`config.mk`:
```
export PLATFORM = sky130hd
export DESIGN_NAME = switch_debounce
export DESIGN_NICKNAME = d
export VERILOG_FILES = /design/src/rtl/switch_debounce.sv
export SDC_FILE = /design/constraint.sdc
export NUM_CORES = 1
export LEC_CHECK = 0
export ABC_AREA = 1
export CAP_MARGIN = 40
export CORE_MARGIN = 8
export CORE_UTILIZATION = 40
export DETAILED_ROUTE_END_ITERATION = 16
export PLACE_DENSITY = 0.62
export SYNTH_ARGS = -nofsm -noshare
export SYNTH_HDL_FRONTEND = slang
export SYNTH_SLANG_ARGS = --single-unit
```
`constraint.sdc`:
```
create_clock -name clk_clk -period 1.9 [get_ports clk_clk]
set_clock_uncertainty 0.1 [all_clocks]
set_input_delay 0.19 -clock clk_clk [delete_from_list [all_inputs] [get_ports clk_clk]]
set_output_delay 0.19 -clock clk_clk [all_outputs]
set_load 0.01 [all_outputs]
```
`src/rtl/switch_debounce.sv`:
```
// Multi-channel switch debouncer: a two-flop synchronizer and a stability counter per
// channel, registered rise/fall pulses, and a sticky "changed" flag across all channels.

module switch_debounce_lane #(
  parameter int   DEBOUNCE_CYCLES = 1000000,
  parameter logic RST_VAL         = 1'b0
) (
  input  logic clk,
  input  logic rst,
  input  logic raw,
  output logic clean,
  output logic rise,
  output logic fall
);
  localparam int CW = $clog2(DEBOUNCE_CYCLES);
  localparam logic [CW-1:0] CNT_MAX = CW'(DEBOUNCE_CYCLES - 1);

  logic          s1, s2;
  logic          clean_d;
  logic [CW-1:0] cnt;

  always_ff @(posedge clk) begin
    if (rst) begin
      s1      <= RST_VAL;
      s2      <= RST_VAL;
      clean   <= RST_VAL;
      clean_d <= RST_VAL;
      cnt     <= '0;
      rise    <= 1'b0;
      fall    <= 1'b0;
    end else begin
      s1      <= raw;
      s2      <= s1;
      clean_d <= clean;
      // Edge detect on the accepted level: pulse lands one cycle after clean moves.
      rise    <= clean & ~clean_d;
      fall    <= ~clean & clean_d;
      if (s2 == clean)
        cnt <= '0;
      else if (cnt == CNT_MAX) begin
        clean <= s2;
        cnt   <= '0;
      end else
        cnt <= cnt + CW'(1);
    end
  end
endmodule

module switch_debounce #(
  parameter int               WIDTH           = 4,
  parameter int               DEBOUNCE_CYCLES = 1000000,
  parameter logic [WIDTH-1:0] RESET_VALUE     = '0
) (
  input  logic             clk_clk,
  input  logic             reset_reset,
  input  logic [WIDTH-1:0] sw_raw,
  output logic [WIDTH-1:0] sw_clean,
  output logic [WIDTH-1:0] sw_rise,
  output logic [WIDTH-1:0] sw_fall,
  output logic             changed,
  input  logic             changed_clr
);
  for (genvar i = 0; i < WIDTH; i++) begin : g_lane
    switch_debounce_lane #(
      .DEBOUNCE_CYCLES (DEBOUNCE_CYCLES),
      .RST_VAL         (RESET_VALUE[i])
    ) u_lane (
      .clk   (clk_clk),
      .rst   (reset_reset),
      .raw   (sw_raw[i]),
      .clean (sw_clean[i]),
      .rise  (sw_rise[i]),
      .fall  (sw_fall[i])
    );
  end

  // Set has priority over clear so a pulse coinciding with a clear is never lost.
  always_ff @(posedge clk_clk) begin
    if (reset_reset)
      changed <= 1'b0;
    else if (|{sw_rise, sw_fall})
      changed <= 1'b1;
    else if (changed_clr)
      changed <= 1'b0;
  end
endmodule

```
==> qor.csv <==
stage,metric,value,unit
yosys,"Avg Cell Area, Syn",7.09,um2
drt,Detailed Routing Iterations Pass 1,5,
clocking,Resized cells post-CTS,0,
worst_hold_path,worst hold-check path type,in2reg,
worst_hold_path,Cells on Worst Hold Path,3,
timing,Final period util,89.8,%
final_layout,synthesis-to-layout area growth,11.3,%
yosys,leading cell types by total area after synthesis,"sky130_fd_sc_hd__dfxtp_1, sky130_fd_sc_hd__nor2_1, sky130_fd_sc_hd__nand2_1",
yosys,number of synthesized register bits,105,
timing,max-slew violations,0,
place,worst slack at placement,0.163,ns
clocking,CTS Buf Count,9,
floorplanning,Die Width,128,um
drt,vias per std cell,4.60,
timing,worst slew margin relative to its limit,76.4,%
clocking,clock tree from TritonCTS,done,
place,PortBufs,19,
place,total half-perimeter wirelength after legalization and detailed placement,7230,um
power_and_ir_drop,switching power share of the total,20.1,%
floorplanning,number of ports placed on the die boundary,20,
yosys,YS warnings,0,
clocking,hold buffers post-CTS,0,
timing,accumulated negative setup slack,0,ns
yosys,async set-reset flop share out of synthesis,0,%
final_layout,fraction of final layout cells with drive strength greater than 1,7.88,%
floorplanning,placeable core area,0.0121,mm2
global_routing,via count of the first global-routing pass,3909,
worst_setup_path,critical path startpoint,g_lane[3].u_lane.clean,
worst_setup_path,sort of element at the start of the critical path,flip-flop,
worst_hold_path,startpoint of the tightest hold check path,sw_raw[0],
global_routing,number of antenna violations at the first check in global routing,0,
worst_setup_path,Worst path top cell family by delay,buffers and inverters,
yosys,proportion of synthesized chip area in sequential cells,42.1,%
power_and_ir_drop,leakage,1.73,nW
clocking,number of levels the H-tree was split into,3,
power_and_ir_drop,PD cells,733,mW/mm2
clocking,number of buffers between clock root and the deepest sink,2,
timing,maximum frequency from static timing analysis,0.586,GHz
worst_setup_path,largest stage delay on the critical path,0.61,ns
global_routing,Overall Global Routing Usage,12.5,%
drt,DRT antenna net count,0,
timing,final setup slack of the worst path,0.194,ns
yosys,Synth Flop Type,sky130_fd_sc_hd__dfxtp_1,
run_status,status,"finished, final reports clean",
worst_setup_path,cell with the biggest individual delay on the critical path,sky130_fd_sc_hd__clkdlybuf4s50_1,
timing,worst hold slack,0.258,ns
timing,worst slew pin tran,0.353,ns
worst_setup_path,buffer and inverter count on the worst path,1,
timing,# setup viols final,0,
clocking,CTS root buf,sky130_fd_sc_hd__clkbuf_16,
power_and_ir_drop,Int Power,3.25,mW
drt,detailed-route DRC error count,0,
yosys,area share of the leading cell type in the synthesized netlist,42.1,%
worst_setup_path,depth of the critical timing path with buffers and inverters included,1,
power_and_ir_drop,combinational power share,1.6,%
worst_setup_path,Reg2Reg Depth,6,
power_and_ir_drop,P_sw,818,uW
clocking,setup repair bufs after CTS,0,
yosys,mapped cell area,0.00499,mm2
yosys,cell with the most instances after synthesis,sky130_fd_sc_hd__nor2_1,
clocking,TritonCTS sink count,105,
yosys,number of enable-type register cells in the synthesized netlist,0,
floorplanning,effective utilization at floorplan,41.2,%
yosys,number of library cell types mapped by synthesis,33,
yosys,gate count after technology mapping,703,
timing,unrepaired setup endpoints after global routing,no,
timing,clock period minus worst slack,1.71,ns
place,routability congestion estimate,0.901,
clocking,register clock-pin slew on the reported worst setup and hold paths,0.06,ns
timing,final hold violations,0,
yosys,largest area contributor in the netlist,sky130_fd_sc_hd__dfxtp_1,
yosys,top cell types by occurrence after synthesis,"sky130_fd_sc_hd__nor2_1, sky130_fd_sc_hd__nand2_1, sky130_fd_sc_hd__dfxtp_1",
floorplanning,number of placement rows,40,
power_and_ir_drop,power share of the clock group,43.9,%
final_layout,Final Util,45.8,%
worst_setup_path,cell chain of the critical path,clkdlybuf4s50_1,
final_layout,count of antenna diodes in the layout,0,
final_layout,Total Nets Final,730,
drt,Routed WL,9620,um
global_routing,global-route wire length before repair,16800,um
global_routing,largest net degree at the start of global routing,21,
drt,post-DR wirelength/cell,10.8,um
flow_run,number of max-cap violations,0,
worst_setup_path,critical path data required time,1.61,ns
worst_setup_path,endpoint type of the worst setup path,output port,
drt,vias after detailed routing,4096,
worst_setup_path,WP data arrival,1.42,ns
clocking,Worst-Skew Late Latency,0.35,ns
floorplanning,DIE AREA,0.0163,mm2
floorplanning,die height,128,um
worst_setup_path,worst-path maximum fanout,6,
yosys,number of nets in the synthesized netlist,714,
power_and_ir_drop,fraction of power consumed by sequential logic,54.5,%
drt,DR iter-0 viols,245,
power_and_ir_drop,peak ir drop on the vdd network,0.000489,V
worst_setup_path,launch point of the worst reg-to-reg path,g_lane[0].u_lane.cnt[0],
global_routing,global-route congestion overflow total,0,
worst_setup_path,worst setup path category,reg2out,
-- layout make-up --
type                       instances  area (um2)
clock buffer                      12         236
clock inverter                     3        42.5
fill                            1257        6560
inverter                          61         229
multi-input combinational        517        2480
sequential                       105        2100
tap                              168         210
timing repair buffer              25         248
-- state kept, by name, summed over array words and instances (netlist names) --
| name | count |
|---|---|
| changed | 1 |
| g_lane.u_lane.clean | 4 |
| g_lane.u_lane.clean_d | 4 |
| g_lane.u_lane.cnt | 80 |
| g_lane.u_lane.fall | 4 |
| g_lane.u_lane.rise | 4 |
| g_lane.u_lane.s1 | 4 |
| g_lane.u_lane.s2 | 4 |
-- logic make-up after synthesis --
family | count (synthesis) | share of synthesized area [%]
AOI/OAI and AO/OA | 42 | 4.59
xor gates and xnor gates | 40 | 7.02
and+or+nand+nor | 431 | 37.2
DFF | 105 | 42.1
adders and majority gates | 4 | 1.00
buffers and inverters | 81 | 8.08
-- through the flow --
stage / cells / area, um2 / total power [mW]
floorplan: 703 / 4990 / 2.31
global placement: 876 / 5270 / 2.33
detailed placement: 876 / 5270 / 2.33
CTS: 891 / 5550 / 4.15
global route: 891 / 5550 / 4.25
finish: 891 / 5550 / 4.07
-- per-layer routing --
layer,vias up,GRT usage [%],part of all wire [%]
met4,0,5.31,0.76
met1,1839,14.7,50
met2,51,20.7,46
met5,-,0,0
met3,6,3.83,3.8
li1,2200,-,-
-- layout by cell type, fill, tap and decap left out, drive strengths merged --
cell	count
clkinvlp	1
a21oi	30
o21ai	8
or2	9
a31oi	2
dfxtp	105
nand3b	2
nor3	7
buf	6
nor4	1
and2	1
inv	61
clkbuf	12
a211oi	1
nand3	39
nand4	9
xnor2	14
nand2	171
clkinv	1
o21bai	1
bufinv	1
nor2	192
xor2	26
clkdlybuf4s50	19
ha	4
-- worst paths after layout --
check	end	slack, ns
max	sw_clean[3]	0.19
min	g_lane[0].u_lane.s1	0.26
max reg2reg	g_lane[0].u_lane.cnt[11]	0.21
min reg2reg	g_lane[0].u_lane.s2	0.31
-- power groups by stage --
stage	registers [mW]	clock network [mW]	logic, mW
global route	2.22	1.96	0.0753
floorplan	2.27	0	0.0463
detailed placement	2.27	0	0.0668
global placement	2.27	0	0.0662
CTS	2.22	1.87	0.0671
finish	2.22	1.79	0.0659
Power figures use the tool's default switching activity.
==> RTL change (same settings) <==
Reset style: asynchronous (`reset_reset` and `rst`), changed in 2 clocked blocks.
--- a/src/rtl/switch_debounce.sv
+++ b/src/rtl/switch_debounce.sv
@@ -21,3 +21,3 @@
 
-  always_ff @(posedge clk) begin
+  always_ff @(posedge clk or posedge rst) begin
     if (rst) begin
@@ -77,3 +77,3 @@
   // Set has priority over clear so a pulse coinciding with a clear is never lost.
-  always_ff @(posedge clk_clk) begin
+  always_ff @(posedge clk_clk or posedge reset_reset) begin
     if (reset_reset)
Function: no difference found for any inputs over 10 cycles, from zero or initial values and one cycle with reset_reset high; that may be too few to reach the edited logic, so the function may still have changed.
==> RTL change against the unedited design <==
Core utilization barely moved. First-iteration DRC count shrank 4.1%. Area after synthesis is 7.7% higher. Synthesized cell count fell by 6.7%. Die area increased by 6.7%. Setup slack worse by 42 ps. Worst hold slack worse by 200 ps. Sequential cell count unchanged. Count of clock-buffer cells in the layout shrank 3. Design area is 8.9% higher. Routed wire length increased by 7.0%. Highest routed layer unchanged.
Power is not compared: it rests on default switching activity, and its combinational part moved more than twofold at a synthesized area within 25%.
==> RTL change: results <==
[critical_path]
reg2reg_to = g_lane[1].u_lane.cnt[3]
r2r_start = g_lane[1].u_lane.cnt[0]
rr_worst_depth = 8
reg2reg_slack_ps = 220

[place]
postPlaceCellArea_um2 = 5750
dp_hpwl_um = 7660
gp_congestion = 0.887

[grt]
grt_pass1_vias = 3966
met2_usage_pct = 20.0
met3_usage_pct = 3.62
antenna_found_initial = 0
grt_use_total_pct = 12.6
met1_usage_pct = 15.9
grt_pass1_wl_um = 18200
grt_max_degree = 52

[sta]
relSlewSlack_pct = 75.8

[final_layout]
antenna_cells = 0
fin_nets = 688
fillers = 1293
drive_above_1_share_pct = 8.81

[synth]
synth_nets = 667
ys_seq_area_share_pct = 48.9
yosysWarnings = 0
synth_common_cells = nor2_1, nand2_1, dfrtp_1
ys.flop_type = dfrtp_1
async_flop_share_pct = 100
netlist_top_cells_area = dfrtp_1, nor2_1, nand2_1
synthCells = 656

[drt]
drt-vias-per-instance = 4.69
wl_per_cell_um = 12.0
routed-wl-met3_um = 298
wl_met2_um = 4780
m1WireLength_um = 5040
drt_iter0_markers = 235

[clock_network]
cts_root_buffer = clkbuf_16
ctsHtreeMaxLevel = 3
path_clk_slew_ps = 70

[outcome]
status = completed

[worst_hold_path]
hold_class = input pin to asynchronous set/reset pin
==> RTL change: power breakdown <==
part | internal (W) | leakage [nW] | switching [W]
sequential | 0.00226 | 1.44 | 0.0000219
combinational | 0.0000535 | 0.987 | 0.000102
clock | 0.00104 | 0.144 | 0.000858
total | 0.00335 | 2.57 | 0.000983
==> RTL change: logic make-up after synthesis <==
group                      synth area share, %
buffers and inverters                     6.20
adders and majority gates                0.932
DFF                                       48.9
xor gates and xnor gates                  7.76
AOI/OAI and AO/OA                         2.77
and+or+nand+nor                           33.4
==> RTL change: cell type report <==
cell class,count,area share (%)
Sequential cell,105,43.5
Multi-Input combinational cell,475,39.9
Timing Repair Buffer,24,4.18
Inverter,62,3.91
Clock buffer,9,3.72
Tap cell,176,3.64
Clock inverter,6,1.24
==> RTL change: worst max-delay path by stage <==
stage                             from                 endpoint  slack [ps]
6_report        g_lane[2].u_lane.clean              sw_clean[2]         150
5_1_grt        g_lane[1].u_lane.cnt[0]  g_lane[1].u_lane.cnt[3]          90
4_1_cts         g_lane[2].u_lane.clean              sw_clean[2]         120
3_5_place_dp   g_lane[1].u_lane.cnt[0]  g_lane[1].u_lane.cnt[3]         230
3_3_place_gp   g_lane[1].u_lane.cnt[0]  g_lane[1].u_lane.cnt[0]         270
2_1_floorplan              reset_reset                  changed         350
==> RTL change: through the flow <==
stage	util [%]	setup slack, ps	cells	total power, W	hold slack [ps]
floorplan	-	350	656	0.00243	121
global placement	43.6	273	842	0.00249	232
detailed placement	43.6	227	842	0.00249	235
CTS	45.8	120	857	0.00442	46.1
global route	45.8	90.2	857	0.00451	76.2
finish	45.8	152	857	0.00433	59.9
